**src/rtl/guess_pkg.sv**
```systemverilog
// Shared state encodings and result codes for the guessing-game decision logic.
package guess_pkg;

  typedef enum logic [1:0] {
    S_IDLE = 2'd0,
    S_PLAY = 2'd1,
    S_WIN  = 2'd2,
    S_LOSE = 2'd3
  } state_e;

  localparam logic [1:0] RES_NONE = 2'b00;
  localparam logic [1:0] RES_LOW  = 2'b01;
  localparam logic [1:0] RES_HIGH = 2'b10;
  localparam logic [1:0] RES_EQ   = 2'b11;

endpackage

```
**src/rtl/guess_decision_fsm_compare.sv**
```systemverilog
// Combinational unsigned comparator: maps (guess, secret) to a 2-bit result code.
module guess_compare
  import guess_pkg::*;
#(
  parameter int WIDTH = 2
) (
  input  logic [WIDTH-1:0] guess,
  input  logic [WIDTH-1:0] secret,
  output logic [1:0]       code
);

  always_comb begin
    if (guess == secret)     code = RES_EQ;
    else if (guess < secret) code = RES_LOW;
    else                     code = RES_HIGH;
  end

endmodule

```
**src/rtl/guess_decision_fsm.sv**
```systemverilog
// Game FSM: latches a secret on start, grades strobed guesses, counts attempts,
// and ends each game in WIN or LOSE.
module guess_decision_fsm
  import guess_pkg::*;
#(
  parameter  int WIDTH     = 2,
  parameter  int MAX_TRIES = 4,
  localparam int TRY_W     = $clog2(MAX_TRIES + 1)
) (
  input  logic             clk,
  input  logic             reset,
  input  logic             start,
  input  logic [WIDTH-1:0] secret,
  input  logic             guess_valid,
  input  logic [WIDTH-1:0] guess,
  output logic [1:0]       result,
  output logic             result_valid,
  output logic [TRY_W-1:0] tries,
  output logic             busy,
  output logic             win,
  output logic             lose
);

  localparam logic [TRY_W-1:0] LAST_TRY = TRY_W'(MAX_TRIES - 1);
  localparam logic [TRY_W-1:0] TRY_SAT  = '1;

  state_e             state_q, state_d;
  logic [WIDTH-1:0]   secret_q, secret_d;
  logic [1:0]         result_q, result_d;
  logic               result_valid_q, result_valid_d;
  logic [TRY_W-1:0]   tries_q, tries_d;
  logic [1:0]         cmp_code;

  guess_compare #(.WIDTH(WIDTH)) u_compare (
    .guess  (guess),
    .secret (secret_q),
    .code   (cmp_code)
  );

  always_comb begin
    // NOTE: every variable gets a hold/default value first so no path leaves it unassigned (no latch).
    state_d        = state_q;
    secret_d       = secret_q;
    result_d       = result_q;
    result_valid_d = 1'b0;
    tries_d        = tries_q;

    unique case (state_q)
      S_PLAY: begin
        if (guess_valid) begin
          result_d       = cmp_code;
          result_valid_d = 1'b1;
          if (tries_q != TRY_SAT) tries_d = tries_q + 1'b1;
          if (cmp_code == RES_EQ)       state_d = S_WIN;
          else if (tries_q == LAST_TRY) state_d = S_LOSE;
        end
      end
      // IDLE, WIN and LOSE all restart identically; guesses are ignored here.
      default: begin
        if (start) begin
          secret_d = secret;
          tries_d  = '0;
          result_d = RES_NONE;
          state_d  = S_PLAY;
        end
      end
    endcase
  end

  always_ff @(posedge clk) begin
    // NOTE: sequential state uses non-blocking assignments so all flops update together at the edge.
    if (reset) begin
      // NOTE: the secret register is cleared too, so no stale value survives a reset.
      state_q        <= S_IDLE;
      secret_q       <= '0;
      result_q       <= RES_NONE;
      result_valid_q <= 1'b0;
      tries_q        <= '0;
    end else begin
      state_q        <= state_d;
      secret_q       <= secret_d;
      result_q       <= result_d;
      result_valid_q <= result_valid_d;
      tries_q        <= tries_d;
    end
  end

  assign result       = result_q;
  assign result_valid = result_valid_q;
  assign tries        = tries_q;
  assign busy         = (state_q == S_PLAY);
  assign win          = (state_q == S_WIN);
  assign lose         = (state_q == S_LOSE);

endmodule

```
**config.mk**
```make
export PLATFORM = sky130hd
export DESIGN_NAME = guess_decision_fsm
export DESIGN_NICKNAME = d
export VERILOG_FILES = /design/src/rtl/guess_pkg.sv /design/src/rtl/guess_decision_fsm_compare.sv /design/src/rtl/guess_decision_fsm.sv
export SDC_FILE = /design/constraint.sdc
export NUM_CORES = 1
export LEC_CHECK = 0
export CORE_AREA = 2 2 39 41
export CTS_BUF_LIST = sky130_fd_sc_hd__clkbuf_4 sky130_fd_sc_hd__clkbuf_8
export DETAILED_ROUTE_END_ITERATION = 8
export DIE_AREA = 0 0 41 43
export PLACE_DENSITY = 0.64
export SYNTH_ARGS = -nofsm -noshare
export SYNTH_HDL_FRONTEND = slang
export SYNTH_SLANG_ARGS = --single-unit
```
**constraint.sdc**
```tcl
create_clock -name clk -period 1.7 [get_ports clk]
set_input_delay 0.34 -clock clk [delete_from_list [all_inputs] [get_ports clk]]
set_output_delay 0.34 -clock clk [all_outputs]
set_load 0.1 [all_outputs]
```
# Yosys cells after proc, flatten, opt, wreduce, memory -nomap -nowiden
# Index checks and enable logic that the tools add are counted.
totals:
  register_bits: 10
  latchBits: 0
  ram_bits: 0
  rom_bits: 0
  inputBits: 8
  out_inout_bits: 9
  elab_cells: 39
  memories: 0
op_classes:
  addsub: 1
  multipliers: 0
  n_div: 0
  magnitude_cmp: 1
  n_eq_ne: 10
  n_shift: 0
  n_mux: 15
  bitwise_logic: 1
  n_reduce_logical: 6
ops:
  columns: ["op", "count"]
  rows:
  - ["$mux W2", 10]
  - ["$mux W3", 4]
  - ["$eq A2 B2 Y1 const B", 3]
  - ["$reduce_and A3 Y1", 2]
  - ["$reduce_and A2 Y1", 2]
  - ["$add A3 B1 Y3 const B", 1]
  - ["$eq A3 B2 Y1 const B", 1]
  - ["$ne A3 B1 Y1 const B", 1]
  - ["$ne A3 B3 Y1 const B", 1]
  - ["$eq A2 B1 Y1 const B", 1]
  - ["$eq A2 B2 Y1", 1]
  - ["$lt A2 B2 Y1", 1]
  - ["$ne A2 B1 Y1 const B", 1]
  - ["$ne A2 B2 Y1 const B", 1]
  - ["$reduce_bool A2 Y1", 1]
  - ["$reduce_or A2 Y1", 1]
  - ["$mux W1", 1]
  - ["$not A1 Y1", 1]

# Logic depth before layout (Yosys ltp)
depth:
  ltp_word: 7
  ltp_mapped: 5
  mapped_depth_nobuf: 5

# Modules after synthesis
# A second synthesis with hierarchy kept.
unflattened:
  hier_cells: 59
  area_unflattened_um2: 520.5
modules_own_cells:
  columns: ["mod", "instances", "cells_per_inst", "area_per_inst_um2", "seq_area_each_um2"]
  rows:
  - ["guess_decision_fsm", 1, 50, 459.2, 200.2]
  - ["guess_compare", 1, 9, 61.3, 0.0]

# Worst setup path after synthesis
# No wires, ideal clock.
synth_path:
  kind: "reg2out"
  startpoint: "register state_q[1]"
  endpoint: "output win"
  arrival_time_ns: 1.710
  required_time_ns: 1.360
  slack_ns: -0.350
  stages_incl_launch_ff: 2
  path_buffers: 0
  cell_sequence: "dfxtp_1 nor2b_1"
synth_via:
  elab_chain_cells: 1
synth_lines:
  columns: ["element", "line", "text"]
  rows:
  - ["start, declared", "guess_decision_fsm.sv:27", "state_e state_q, state_d;"]
  - ["start signal, assigned", "guess_decision_fsm.sv:80", "state_q <= state_d;"]
  - ["$eq A2 B2 Y1", "guess_decision_fsm.sv:92", "assign win = (state_q == S_WIN);"]
  - ["end, declared", "guess_decision_fsm.sv:20", "output logic win,"]
# No other way between the ends.

# Worst setup path in the final report
layout_path:
  startpoint: "register state_q[0]"
  endpoint: "output busy"
layout_via:
  elab_chain_cells: 1
layout_lines:
  columns: ["element", "line", "text"]
  rows:
  - ["$eq A2 B1 Y1", "guess_decision_fsm.sv:91", "assign busy = (state_q == S_PLAY);"]
  - ["end, declared", "guess_decision_fsm.sv:19", "output logic busy,"]
# No other way between the ends.

==> impl_metrics.env <==
export IMPL_reg2reg_depth=5
export IMPL_clock_path_buffers=2
export IMPL_crit_path_max_incr_delay_ps=430
export IMPL_rows=14
export IMPL_hold_viol=0
export IMPL_post_synth_cell_area_avg_um2=9.31
export IMPL_worstHoldEndpoint="secret_q[1]"
export IMPL_die_width_um=41
export IMPL_drt_wl_total_um=1180
export IMPL_drtPass1Iterations=3
export IMPL_core_mm2=0.00138
export IMPL_yosysSeqAreaShare_pct=39.8
export IMPL_worstReg2RegEnd="tries[0]"
export IMPL_antenna_found_initial=0
export IMPL_vias=473
export IMPL_remaining_drc_errors=0
export IMPL_slowest_stage="dfxtp_1"
export IMPL_r2r_slack_ps=210
export IMPL_final_cells=91
export IMPL_endpoint_kind="output port"
export IMPL_overflow=0
export IMPL_critPathArrivalTime_ps=1270
export IMPL_critPathKind="reg -> out"
export IMPL_hold_path_depth=2
export IMPL_dpl_hpwl_um=946
export IMPL_cts_resized=0
export IMPL_critPathLaunchType="flop"
export IMPL_root_buffer="clkbuf_4"
export IMPL_skew_ps=3.29
export IMPL_power_uw=585
export IMPL_synthCells=54
export IMPL_postCtsHoldBufs=0
export IMPL_fin_crit_sh_pct=94.8
export IMPL_gp_congestion=0.714
export IMPL_hp_start="secret_q[1]"
export IMPL_final_cell_mix="buf_12 (9), clkdlybuf4s50_1 (7), dfxtp_1 (7)"
export IMPL_powerDensity_mw_per_mm2=713
export IMPL_combPwrFrac_pct=29.6
export IMPL_fin_tns_setup_ps=0
export IMPL_dieArea_mm2=0.00176
export IMPL_first_global_vias=419
export IMPL_maxCapViolations=0
export IMPL_n_antenna_cell=0
export IMPL_grt_pass1_wl_um=1880
export IMPL_slew_headroom_pct=79.5
export IMPL_pin_count=17
export IMPL_dp_cells=88
export IMPL_finish_net_count=90
export IMPL_setup_violations_final=0
export IMPL_cts_setup_buffers=0
export IMPL_clk_pin_slew_ps=60
export IMPL_h_tree_depth=1
export IMPL_switching_share_pct=31.7
export IMPL_syn_nets=67
export IMPL_fmaxAchievable_mhz=620
export IMPL_status="finished clean"
export IMPL_yosys_register_bits=10
export IMPL_drtIter0Drc=8
export IMPL_dpl_instance_area_um2=798
export IMPL_cts_tree="built"
export IMPL_port_buffers=16
export IMPL_cp_max_fo=7
export IMPL_final_common_cell="buf_12"
export IMPL_ir_drop_v=0.000299
export IMPL_avgRoutedWirePerCell_um=13.0
export IMPL_drive_gt1_share_pct=26.7
export IMPL_leakage_uw=0.000337
export IMPL_numCtsBuffers=3
export IMPL_initial_utilization_pct=36.3
export IMPL_required_ps=1360
export IMPL_hold_path_class="reg -> reg"
export IMPL_tightest_slew_ps=306
export IMPL_seq_power_share_pct=43.8
export IMPL_vias_per_cell=5.20
export IMPL_p_int_uw=400
export IMPL_p_clk_share_pct=26.6
export IMPL_antenna_left=0
export IMPL_grt_max_degree=9
export IMPL_slew_viol_final=0
export IMPL_areaGrowthSynthToFinish_pct=63.2
export IMPL_rsz0062_at_grt="no"
export IMPL_yosysWarnings=0
export IMPL_cts_sinks=10
export IMPL_synth_cell_type_count=26
export IMPL_die_h_um=43
export IMPL_crit_chain="nand2b_1, inv_2, buf_12"
export IMPL_netlist_area_um2=503
export IMPL_finalInstanceArea_um2=821
export IMPL_r2r_start="tries[0]"
export IMPL_track_usage_pct=15.8
export IMPL_clk_latency_ps=260
export IMPL_period_needed_ps=1610
export IMPL_switching_power_uw=185
[worst max-delay path: cells and delay by family, from the launching register on]
kind / cells / cell delay [ps]
DFF: 1 / 430
buffers and inverters: 2 / 380
and+or+nand+nor: 1 / 200
[cells by family after synthesis]
group                      count (synthesis)  synth area share (%)
AOI/OAI and AO/OA                         18                  25.4
adders and majority gates                  5                  12.4
buffers and inverters                      7                  5.22
DFF                                       10                  39.8
and+or+nand+nor                           14                  17.2
[worst max path at each step]
stage	from	to	slack (ps)
6_report	state_q[0]	busy	90
2_1_floorplan	tries[0]	tries[0]	100
4_1_cts	state_q[0]	busy	60
3_5_place_dp	guess[0]	result[1]	-60
5_1_grt	state_q[0]	busy	6
3_3_place_gp	guess[0]	result[1]	-50
[flip-flops by register name, indices dropped and copies added, names as in the netlist]
signal / count
result_valid: 1
result: 2
state_q: 2
secret_q: 2
tries: 3
[cell usage after synthesis]
| library cell | n | share of area (%) |
|---|---|---|
| nand2_1 | 1 | 0.75 |
| a21boi_1 | 1 | 1.5 |
| nand2b_1 | 2 | 2.5 |
| o221a_1 | 1 | 2.2 |
| o41ai_1 | 1 | 1.7 |
| o21ai_1 | 2 | 2.0 |
| nand4bb_1 | 1 | 2.2 |
| a21oi_1 | 5 | 5.0 |
| inv_1 | 5 | 3.7 |
| o21ai_0 | 1 | 0.99 |
| ha_1 | 5 | 12 |
| nand4b_1 | 1 | 1.7 |
| clkbuf_1 | 1 | 0.75 |
| o2111ai_1 | 1 | 1.7 |
| nand3b_1 | 1 | 1.5 |
| a2bb2oi_1 | 1 | 1.7 |
| or2_0 | 1 | 1.2 |
| dfxtp_1 | 10 | 40 |
| inv_2 | 1 | 0.75 |
| a21o_1 | 1 | 1.5 |
| a32o_1 | 2 | 4.0 |
| nor2b_1 | 2 | 2.5 |
| nor2_1 | 2 | 1.5 |
| and2_1 | 1 | 1.2 |
| o211ai_1 | 2 | 3.0 |
| nand3_1 | 2 | 2.0 |
[final cells by class]
type / count / area, um^2
clock buffers: 3 / 22.5
multi-input cells: 37 / 279
repair buffers: 19 / 273
inverters: 6 / 22.5
flip-flops and latches: 10 / 204
well taps: 16 / 20.0
fillers: 121 / 563
[stage by stage]
stage	hold slack (ps)	setup slack [ps]	util (%)
6_report	493	88.4	59.3
5_1_grt	521	5.67	59.3
4_1_cts	491	64.6	59.3
3_5_place_dp	482	-59.4	57.7
3_3_place_gp	481	-48.0	57.7
2_1_floorplan	459	97.7	-
[power groups by stage]
| stage | logic [uW] | registers (uW) | clock network [uW] |
|---|---|---|---|
| CTS | 174 | 256 | 166 |
| detailed placement | 174 | 262 | 0 |
| finish | 173 | 256 | 156 |
| global route | 183 | 258 | 174 |
| global placement | 172 | 261 | 0 |
| floorplan | 67.7 | 293 | 0 |
[routing by layer]
metal,track usage [%],vias up,part of all wire [%]
met3,3.14,2,3.2
met2,21.3,9,46
met4,10.0,0,1.0
li1,-,243,-
met1,22.1,219,50
met5,0,-,0
(Power assumes the default switching activity.)
